### config.mk
export PLATFORM = sky130hd
export DESIGN_NAME = echo_detector
export DESIGN_NICKNAME = d
export VERILOG_FILES = /design/src/rtl/echo_det_pkg.sv /design/src/rtl/echo_envelope.sv /design/src/rtl/echo_detector.sv
export SDC_FILE = /design/constraint.sdc
export NUM_CORES = 1
export LEC_CHECK = 0
export ABC_AREA = 0
export CORE_MARGIN = 5
export CORE_UTILIZATION = 54
export DETAILED_ROUTE_END_ITERATION = 12
export GPL_ROUTABILITY_DRIVEN = 0
export GPL_TIMING_DRIVEN = 1
export PLACE_DENSITY = 0.82
export SETUP_SLACK_MARGIN = 0.15
export SLEW_MARGIN = 20
export SYNTH_ARGS = -nofsm -noshare
export SYNTH_HDL_FRONTEND = slang
export SYNTH_SLANG_ARGS = --single-unit
export TNS_END_PERCENT = 1
### constraint.sdc
create_clock -name clk -period 12.12 [get_ports clk]
set_input_delay 2.424 -clock clk [delete_from_list [all_inputs] [get_ports clk]]
set_output_delay 2.424 -clock clk [all_outputs]
set_load 0.005 [all_outputs]
### src/rtl/echo_det_pkg.sv
// rtl/echo_det_pkg.sv - shared state encoding and default widths for the echo detector
package echo_det_pkg;

  localparam int ECHO_N  = 16;
  localparam int ECHO_CW = 16;

  typedef enum logic [1:0] {
    ST_IDLE   = 2'd0,
    ST_BLANK  = 2'd1,
    ST_LISTEN = 2'd2,
    ST_DONE   = 2'd3
  } echo_state_t;

endpackage

### src/rtl/echo_envelope.sv
// rtl/echo_envelope.sv - magnitude and first-order shift-smoothed envelope follower
module echo_envelope
  import echo_det_pkg::*;
#(
  parameter int N = ECHO_N
) (
  input  logic                clk,
  input  logic                rst,
  input  logic                en,
  input  logic signed [N-1:0] X,
  input  logic [2:0]          k,
  output logic [N-1:0]        env,
  output logic [N-1:0]        env_next
);

  localparam logic [N-1:0] MOST_NEG = {1'b1, {(N-1){1'b0}}};
  localparam logic [N-1:0] MOST_POS = {1'b0, {(N-1){1'b1}}};

  logic [N-1:0]        a;
  logic signed [N:0]   diff;
  logic signed [N:0]   step;

  // the most negative input has no positive twin, so clamp it
  always_comb begin
    a = X;
    if (X == MOST_NEG)
      a = MOST_POS;
    else if (X[N-1])
      a = ~X + {{(N-1){1'b0}}, 1'b1};
  end

  // env and a both stay below 2^(N-1), so the N-bit truncated sum is exact
  always_comb begin
    diff     = $signed({1'b0, a}) - $signed({1'b0, env});
    step     = diff >>> k;
    env_next = N'({1'b0, env} + step);
  end

  always_ff @(posedge clk) begin
    if (rst)
      env <= '0;
    else if (en)
      env <= env_next;
  end

endmodule

### src/rtl/echo_detector.sv
// rtl/echo_detector.sv - blanking / listen FSM that times the first envelope crossing
module echo_detector
  import echo_det_pkg::*;
#(
  parameter int N  = ECHO_N,
  parameter int CW = ECHO_CW
) (
  input  logic                clk,
  input  logic                rst,
  input  logic                en,
  input  logic signed [N-1:0] X,
  input  logic                start,
  input  logic [2:0]          k,
  input  logic [N-1:0]        thr,
  input  logic [CW-1:0]       blank,
  input  logic [CW-1:0]       timeout,
  output logic [N-1:0]        env,
  output logic [CW-1:0]       tof,
  output logic                det,
  output logic                tmo,
  output logic                busy
);

  echo_state_t   state, state_n;
  logic [CW-1:0] cnt, cnt_n, cnt_inc, tof_n;
  logic [CW:0]   cnt_p1;
  logic          det_n, tmo_n;
  logic [N-1:0]  env_next;

  echo_envelope #(.N(N)) u_env (
    .clk      (clk),
    .rst      (rst),
    .en       (en),
    .X        (X),
    .k        (k),
    .env      (env),
    .env_next (env_next)
  );

  // carry out of cnt+1 means the counter is already full: hold it there
  assign cnt_p1  = {1'b0, cnt} + {{CW{1'b0}}, 1'b1};
  assign cnt_inc = cnt_p1[CW] ? cnt : cnt_p1[CW-1:0];
  assign busy    = (state == ST_BLANK) || (state == ST_LISTEN);

  always_comb begin
    state_n = state;
    cnt_n   = cnt;
    tof_n   = tof;
    det_n   = det;
    tmo_n   = tmo;
    if (start) begin
      cnt_n   = '0;
      det_n   = 1'b0;
      tmo_n   = 1'b0;
      state_n = (blank == '0) ? ST_LISTEN : ST_BLANK;
    end else if (en) begin
      case (state)
        ST_BLANK: begin
          cnt_n = cnt_inc;
          if (cnt_p1 >= {1'b0, blank})
            state_n = ST_LISTEN;
        end
        ST_LISTEN: begin
          // detection is tested first so it wins a tie with the timeout
          if (env_next >= thr) begin
            tof_n   = cnt;
            det_n   = 1'b1;
            state_n = ST_DONE;
          end else if (cnt == timeout) begin
            tof_n   = cnt;
            tmo_n   = 1'b1;
            state_n = ST_DONE;
          end else begin
            cnt_n = cnt_inc;
          end
        end
        default: ;
      endcase
    end
  end

  always_ff @(posedge clk) begin
    if (rst) begin
      state <= ST_IDLE;
      cnt   <= '0;
      tof   <= '0;
      det   <= 1'b0;
      tmo   <= 1'b0;
    end else begin
      state <= state_n;
      cnt   <= cnt_n;
      tof   <= tof_n;
      det   <= det_n;
      tmo   <= tmo_n;
    end
  end

endmodule

==> results.json, run 1 <==
{
  "intPower_uw": 712,
  "clock_sinks": 52,
  "power_density_mw_per_mm2": 192,
  "synth_area_per_cell_um2": 7.75,
  "cts_hold_buffers": 0,
  "io_buffers": 105,
  "synth_warnings": 0,
  "grt_pass1_wl_um": 26900,
  "track_usage": 0.246,
  "crit_type": "in2reg",
  "ctsLongestPathBuffers": 2,
  "end_kind": "flop",
  "power_frac_comb": 0.747,
  "htree_levels": 2,
  "initial_core_util": 0.546,
  "pwr-share-clk": 0.091,
  "p_switching_uw": 641,
  "grt-ovfl-total": 0,
  "clk_pin_slew_worst_paths_ps": 110,
  "async_flop_share": 0,
  "die_x_um": 114,
  "fin_crit_sh": 0.911,
  "grt_setup_unrepaired": "no",
  "io_pins": 106,
  "p_leak_uw": 0.00312,
  "synth_top_area_frac": 0.178,
  "holdWs_ps": 502,
  "timing_hold_violations_final": 0,
  "place_hpwl_um": 13100,
  "synth-seq-cells": 52,
  "final_antenna_net_count": 0,
  "worst_pin_slew_ps": 1090,
  "nNetsFinal": 972,
  "yosysSeqAreaShare": 0.178,
  "antenna_found_initial": 0,
  "ir_drop_v": 0.000167,
  "max_freq_mhz": 90.6,
  "cts_setup_buffers": 0,
  "status": "finished, final reports clean",
  "synth-edff-count": 0,
  "firstDrtPassIters": 5,
  "cts_resized": 0,
  "max_cap_viol_count": 0,
  "worstPathArrival_ps": 11260,
  "required_ps": 12340,
  "dieArea_mm2": 0.0130,
  "drc": 0,
  "synthesis.nets": 895,
  "via_per_inst": 5.89,
  "clk_latency_ps": 310,
  "drv_slew": 0,
  "slew_headroom": 0.271,
  "vias": 5724,
  "critPathSlowestCell": "a311oi_2",
  "die_h_um": 114,
  "wl_per_cell_um": 16.4,
  "fin_skew_ps": 13.0,
  "start_kind": "primary input",
  "grt_pass1_vias": 5637,
  "drive_gt1_frac": 0.0517,
  "cp_max_fo": 22,
  "synth_area_mm2": 0.00584,
  "antenna_cells": 0,
  "swShare": 0.474,
  "synth.area.top_cells": "dfxtp_1 18%, ha_1 15%, mux2i_1 7.2%, xnor2_1 6.4%, nor2_1 4.7%",
  "clockRootBuffer": "clkbuf_8",
  "period_needed_ps": 11040,
  "cp_slowest_stage_delay_ps": 500,
  "wirelength_um": 16000,
  "cts_tree": "done",
  "core_mm2": 0.0107,
  "row_count": 38,
  "syn2layout_area_growth_pct": 20.6,
  "setup_tns_ps": 0,
  "synth_cell_types": 70,
  "netlist_instances": 754,
  "power_frac_seq": 0.162,
  "setup_viol": 0,
  "drt_iter0_drc": 283,
  "grt_max_degree": 39,
  "hp-class": "reg2reg",
  "cts_buffers": 5,
  "synth_area_leader_cell": "dfxtp_1",
  "ys.flop_type": "dfxtp_1"
}
==> path summary, 6_finish.rpt <==
path	from	end	slack, ps	cells past startpoint
worst max-delay path	X[0]	cnt[8]$_SDFFE_PP0P_	1080	36
worst min register to register	tof[7]$_SDFFE_PP0P_	tof[7]$_SDFFE_PP0P_	500	2
worst max register to register	u_env.env[0]$_SDFFE_PP0P_	cnt[8]$_SDFFE_PP0P_	5050	27
worst min-delay path	tof[7]$_SDFFE_PP0P_	tof[7]$_SDFFE_PP0P_	500	2
==> worst max-delay path, delay by kind of cell <==
family,cells,cell delay (ps)
AOI/OAI and AO/OA,13,3270
xor gates and xnor gates,1,150
and+or+nand+nor,14,3310
adders and majority gates,4,1240
buffers and inverters,4,850
==> cells in the mapped netlist, types with 11 or more instances <==
library cell and n:
a21o_1 14, clkbuf_1 28, o21ai_0 27, nor3_1 17, a31o_2 12, a21oi_1 43
xnor2_1 43, nand2_1 61, o21a_1 12, ha_1 68, dfxtp_1 52, inv_1 72
xor2_1 27, nor2_1 73, mux2i_1 42, and3_1 11
==> area by class of cell <==
cell class                      count  area (um^2)
Fill cell                         907         3650
Inverter                           74          278
Clock inverter                      2         38.8
Tap cell                          140          175
Sequential cell                    52         1040
Multi-Input combinational cell    590         4360
Timing Repair Buffer              108         1070
Clock buffer                        6         72.6
==> routing by layer <==
metal  up-vias  global-route usage  share of wire
met5         -                   0              0
met2       171               0.406           0.47
li1       2838                   -              -
met3        21              0.0350          0.056
met1      2694               0.344           0.46
met4         0              0.0483          0.014
==> cells by family (layout without fill, tap and decap cells) <==
group           Yosys count  in the layout  synth area share
flops                    52             52             0.178
xor+xnor                 71             71             0.109
mux                      48             48            0.0893
compound gates          181            181             0.218
simple gates            220            220             0.179
buf+inv                 112            190            0.0746
fa+ha+maj                70             70             0.153
==> per-stage QoR <==
| stage | utilization | worst slack, ps | std cells | instance area [um^2] | total power, uW |
|---|---|---|---|---|---|
| 5_1_grt | 0.658 | 362 | 972 | 7040 | 1490 |
| 6_report | 0.658 | 1080 | 972 | 7040 | 1350 |
| 2_1_floorplan | - | 2520 | 754 | 5840 | 962 |
| 3_5_place_dp | 0.648 | 962 | 964 | 6930 | 1210 |
| 3_3_place_gp | 0.648 | 1320 | 964 | 6930 | 1180 |
| 4_1_cts | 0.658 | 1240 | 972 | 7040 | 1340 |
==> cell usage in the layout (no fill, tap or decap), types with 4 or more instances in the layout <==
cell               n
nand3_1           10
xor2_1            27
or4_1              5
a21oi_1           43
nor2b_1            5
o21a_1            12
clkbuf_8           5
ha_1              68
dfxtp_1           52
mux2i_1           42
a31oi_1            7
and2_1             5
nor2_1            73
and3_1            11
nand2_1           61
nor3_1            17
xnor2_1           43
o31ai_1            5
a211oi_1           9
nand4_1            9
inv_1             72
a31o_2            12
nand2b_1           4
o211ai_1           8
a21o_1            14
nor4_1             6
clkdlybuf4s50_1  105
o21ai_0           27
==> state kept, by name, indices dropped and copies added, names as in the netlist <==
register   count
tof           16
det            1
state          2
cnt           16
u_env.env     16
tmo            1
==> power by group through the flow <==
stage / Sequential (uW) / Combinational [uW] / Clock, uW
CTS: 220 / 1000 / 124
finish: 220 / 1010 / 123
global placement: 224 / 951 / 0
floorplan: 215 / 746 / 0
detailed placement: 224 / 988 / 0
global route: 223 / 1130 / 131
(Power assumes the default switching activity.)
==> inputs of run 2 (changes only) <==
- SLEW_MARGIN: 20 -> 25
==> results.json, run 2 (synthesis results as in run 1) <==
{
  "grt_setup_unrepaired": "no",
  "track_usage": 0.246,
  "required_ps": 12340,
  "worstPathArrival_ps": 11250,
  "grt_max_degree": 39,
  "cts_tree": "done",
  "antenna_cells": 0,
  "clk_pin_slew_worst_paths_ps": 110,
  "via_per_inst": 5.89,
  "syn2layout_area_growth_pct": 20.5,
  "hp-class": "reg2reg",
  "vias": 5724,
  "wl_per_cell_um": 16.4,
  "max_cap_viol_count": 0,
  "ctsLongestPathBuffers": 2,
  "drv_slew": 0,
  "rr_startpoint": "u_env.env[0]$_SDFFE_PP0P_",
  "fin_skew_ps": 13.0,
  "timing_hold_violations_final": 0,
  "dieArea_mm2": 0.0130,
  "final_common_cell": "clkdlybuf4s50_1",
  "end_kind": "flop",
  "htree_levels": 2,
  "start_kind": "primary input",
  "wirelength_um": 15900,
  "drc": 0,
  "die_h_um": 114,
  "fin_crit_sh": 0.911,
  "cts_buffers": 5,
  "antenna_found_initial": 0,
  "setup_viol": 0,
  "place_hpwl_um": 13100,
  "cp_max_fo": 22,
  "clock_sinks": 52,
  "firstDrtPassIters": 5,
  "power_density_mw_per_mm2": 192,
  "power_uw": 1350,
  "status": "finished, final reports clean",
  "largestRegisters": "cnt: 16 flops, tof: 16 flops, u_env.env: 16 flops",
  "final_cell_mix": "104 x clkdlybuf4s50_1, 73 x nor2_1, 72 x inv_1, 68 x ha_1, 61 x nand2_1",
  "period_needed_ps": 11040,
  "grt_pass1_vias": 5637,
  "final_antenna_net_count": 0,
  "ir_drop_v": 0.000167,
  "row_count": 38,
  "cts_hold_buffers": 0,
  "clockRootBuffer": "clkbuf_8",
  "clk_latency_ps": 310,
  "worstSetupStartpoint": "X[0]",
  "worstHoldStart": "tof[7]$_SDFFE_PP0P_",
  "cts_setup_buffers": 0,
  "io_pins": 106,
  "p_leak_uw": 0.00312,
  "drive_gt1_frac": 0.0529,
  "grt-ovfl-total": 0,
  "initial_core_util": 0.546,
  "max_freq_mhz": 90.6,
  "nNetsFinal": 972,
  "setup_tns_ps": 0,
  "die_x_um": 114,
  "io_buffers": 105,
  "slew_headroom": 0.467,
  "grt_pass1_wl_um": 26900,
  "cp_slowest_stage_delay_ps": 500,
  "core_mm2": 0.0107,
  "critPathSlowestCell": "a311oi_2",
  "cts_resized": 0,
  "worst_pin_slew_ps": 788,
  "fillers": 908,
  "drt_iter0_drc": 283,
  "crit_type": "in2reg"
}
==> run 2: worst paths after layout <==
kind	endpoint	slack, ps	cells after the start
hold reg to reg	tof[7]$_SDFFE_PP0P_	500	2
hold / removal	tof[7]$_SDFFE_PP0P_	500	2
setup / recovery	cnt[8]$_SDFFE_PP0P_	1080	36
setup reg to reg	cnt[8]$_SDFFE_PP0P_	5060	27
==> run 2: per-stage QoR <==
step,worst slack (ps),cells,instance area (um^2),utilization,hold slack (ps)
CTS,1240,972,7040,0.658,509
global route,364,972,7040,0.658,534
detailed placement,962,964,6930,0.648,486
floorplan,2520,754,5840,-,464
global placement,1320,964,6930,0.648,474
finish,1080,972,7040,0.658,502
==> run 2: critical path, delay by kind of cell <==
kind / cells / cell delay, ps
buffers and inverters: 4 / 850
adders and majority gates: 4 / 1240
xor gates and xnor gates: 1 / 150
and+or+nand+nor: 14 / 3310
AOI/OAI and AO/OA: 13 / 3270
==> run 2: final cells by class <==
type / instances / area (um^2) / area share
Sequential cell: 52 / 1040 / 0.148
Clock buffer: 6 / 72.6 / 0.0103
Multi-Input combinational cell: 590 / 4360 / 0.620
Inverter: 74 / 278 / 0.0395
Tap cell: 140 / 175 / 0.0249
Clock inverter: 2 / 38.8 / 0.00551
Timing Repair Buffer: 108 / 1070 / 0.152
==> run 2: routing by layer <==
layer	global-route usage	vias to the layer above	wire, um
li1	-	2839	-
met1	0.344	2697	7310
met2	0.406	167	7530
met3	0.0350	21	874
met4	0.0483	0	231
met5	0	-	0
==> run 2: power breakdown <==
group,switching (uW),internal (uW)
Clock,60.1,62.5
Sequential,28.3,191
Combinational,552,457
Total,641,711
==> inputs of run 3 (changes only) <==
- CTS_CLUSTER_DIAMETER: default -> 150
- REMOVE_ABC_BUFFERS: default -> 1
==> results.json, run 3 (synthesis results as in run 1) <==
{
  "status": "finished, final reports clean",
  "crit_type": "in2reg",
  "power_frac_seq": 0.163,
  "worstSetupStartpoint": "X[1]",
  "period_needed_ps": 11050,
  "drive_gt1_frac": 0.0529,
  "drc": 0,
  "track_usage": 0.249,
  "r2r_slack_ps": 4880,
  "place_hpwl_um": 13300,
  "p_leak_uw": 0.00311,
  "vias": 5873,
  "grt_pass1_vias": 5789,
  "max_cap_viol_count": 0,
  "initial_core_util": 0.546,
  "whs_endpoint": "det$_SDFFE_PP0P_",
  "slew_headroom": 0.316,
  "final_cell_mix": "105 x clkdlybuf4s50_1, 73 x nor2_1, 72 x inv_1, 68 x ha_1, 61 x nand2_1",
  "setup_viol": 0,
  "place_area_mm2": 0.00693,
  "end_kind": "flop",
  "hold_path_depth": 1,
  "worstHoldStart": "det$_SDFFE_PP0P_",
  "power_uw": 1350,
  "largestRegisters": "cnt: 16 flops, tof: 16 flops, u_env.env: 16 flops",
  "start_kind": "primary input",
  "via_per_inst": 6.04,
  "fin_skew_ps": 9.98,
  "cpLargestDelayFamily": "compound AO/OA/AOI/OAI gates",
  "wl_per_cell_um": 16.8,
  "grt_pass1_wl_um": 27300,
  "power_density_mw_per_mm2": 193,
  "cts_resized": 0,
  "worst_pin_slew_ps": 1020,
  "grt_setup_unrepaired": "no",
  "syn2layout_area_growth_pct": 20.4,
  "rr_startpoint": "u_env.env[1]$_SDFFE_PP0P_",
  "cts_tree": "done",
  "core_mm2": 0.0107,
  "final_common_cell": "clkdlybuf4s50_1",
  "design_area_mm2": 0.00703,
  "antenna_cells": 0,
  "fillers": 915,
  "wirelength_um": 16400,
  "p_switching_uw": 661,
  "firstDrtPassIters": 5,
  "antenna_found_initial": 0,
  "die_h_um": 114,
  "critPathSlowestCell": "or4_1",
  "cts_buffers": 5,
  "intPower_uw": 693,
  "grt-ovfl-total": 0,
  "ir_drop_v": 0.000145,
  "worstPathArrival_ps": 11280,
  "grt_max_degree": 39,
  "ctsLongestPathBuffers": 2,
  "required_ps": 12350,
  "final_antenna_net_count": 0,
  "io_buffers": 105,
  "fin_crit_sh": 0.912,
  "clk_latency_ps": 320,
  "dieArea_mm2": 0.0130,
  "clk_pin_slew_worst_paths_ps": 110,
  "clock_sinks": 52,
  "worst_slack_ps": 1070,
  "cp_slowest_stage_delay_ps": 460,
  "io_pins": 106,
  "nNetsFinal": 972,
  "cts_setup_buffers": 0,
  "pre_cts_ws_ps": 932,
  "drv_slew": 0,
  "cts_hold_buffers": 0,
  "r2r_end": "cnt[6]$_SDFFE_PP0P_",
  "cp_max_fo": 22,
  "power_frac_comb": 0.754,
  "pwr-share-clk": 0.083,
  "setup_tns_ps": 0,
  "crit_top_cell": "ha_1",
  "final_util": 0.657,
  "htree_levels": 2,
  "row_count": 38,
  "drt_iter0_drc": 593,
  "max_freq_mhz": 90.5,
  "r2r_cells": 30,
  "clockRootBuffer": "clkbuf_8",
  "hp-class": "reg2reg",
  "crit_buf_inv": 3,
  "die_x_um": 114,
  "timing_hold_violations_final": 0,
  "swShare": 0.488
}
## run 3: changes by cell type in the layout (fill, tap and decap cells not counted), sizes merged
cell and change:
buf -1, clkdlybuf4s50 +1, inv +2, clkbuf -1, bufinv -1
## run 3: stage by stage
step                hold WS, ps  cells
floorplan                   464    716
global route                535    972
CTS                         501    972
global placement            469    964
finish                      501    972
detailed placement          477    964
## run 3: per-layer routing
metal | up-vias | share of wire | track usage
li1 | 2831 | - | -
met1 | 2759 | 0.44 | 0.330
met3 | 35 | 0.079 | 0.0393
met2 | 248 | 0.47 | 0.427
met5 | - | 0 | 0
met4 | 0 | 0.016 | 0.0538
## run 3: cell type report
| type | instances | area, um^2 | share of cell area |
|---|---|---|---|
| Sequential cell | 52 | 1040 | 0.148 |
| Multi-Input combinational cell | 590 | 4360 | 0.621 |
| Clock buffer | 5 | 68.8 | 0.00979 |
| Inverter | 74 | 278 | 0.0395 |
| Timing Repair Buffer | 108 | 1070 | 0.153 |
| Clock inverter | 3 | 28.8 | 0.00409 |
| Tap cell | 140 | 175 | 0.0249 |
## run 3: worst max path at each step
stage	endpoint	cells after the start	slack [ps]
6_report	cnt[6]$_SDFFE_PP0P_	38	1070
3_3_place_gp	cnt[8]$_SDFFE_PP0P_	36	1260
4_1_cts	cnt[8]$_SDFFE_PP0P_	38	1220
2_1_floorplan	cnt[10]$_SDFFE_PP0P_	34	1910
3_5_place_dp	cnt[10]$_SDFFE_PP0P_	38	930
5_1_grt	cnt[8]$_SDFFE_PP0P_	36	530
## run 3: worst reg2reg max path: cells and delay by family, from the launching register on
family	cells	cell delay, ps
compound gates	13	3070
xor+xnor	2	330
fa+ha+maj	4	1220
buf+inv	2	370
flops	1	510
mux	2	430
simple gates	7	1230
## run 3: power groups by stage
stage	sequential [uW]	combinational, uW	clock (uW)
6_report	220	1020	113
5_1_grt	222	1140	121
4_1_cts	220	1010	113
3_5_place_dp	223	1000	0
3_3_place_gp	222	960	0
2_1_floorplan	215	740	0
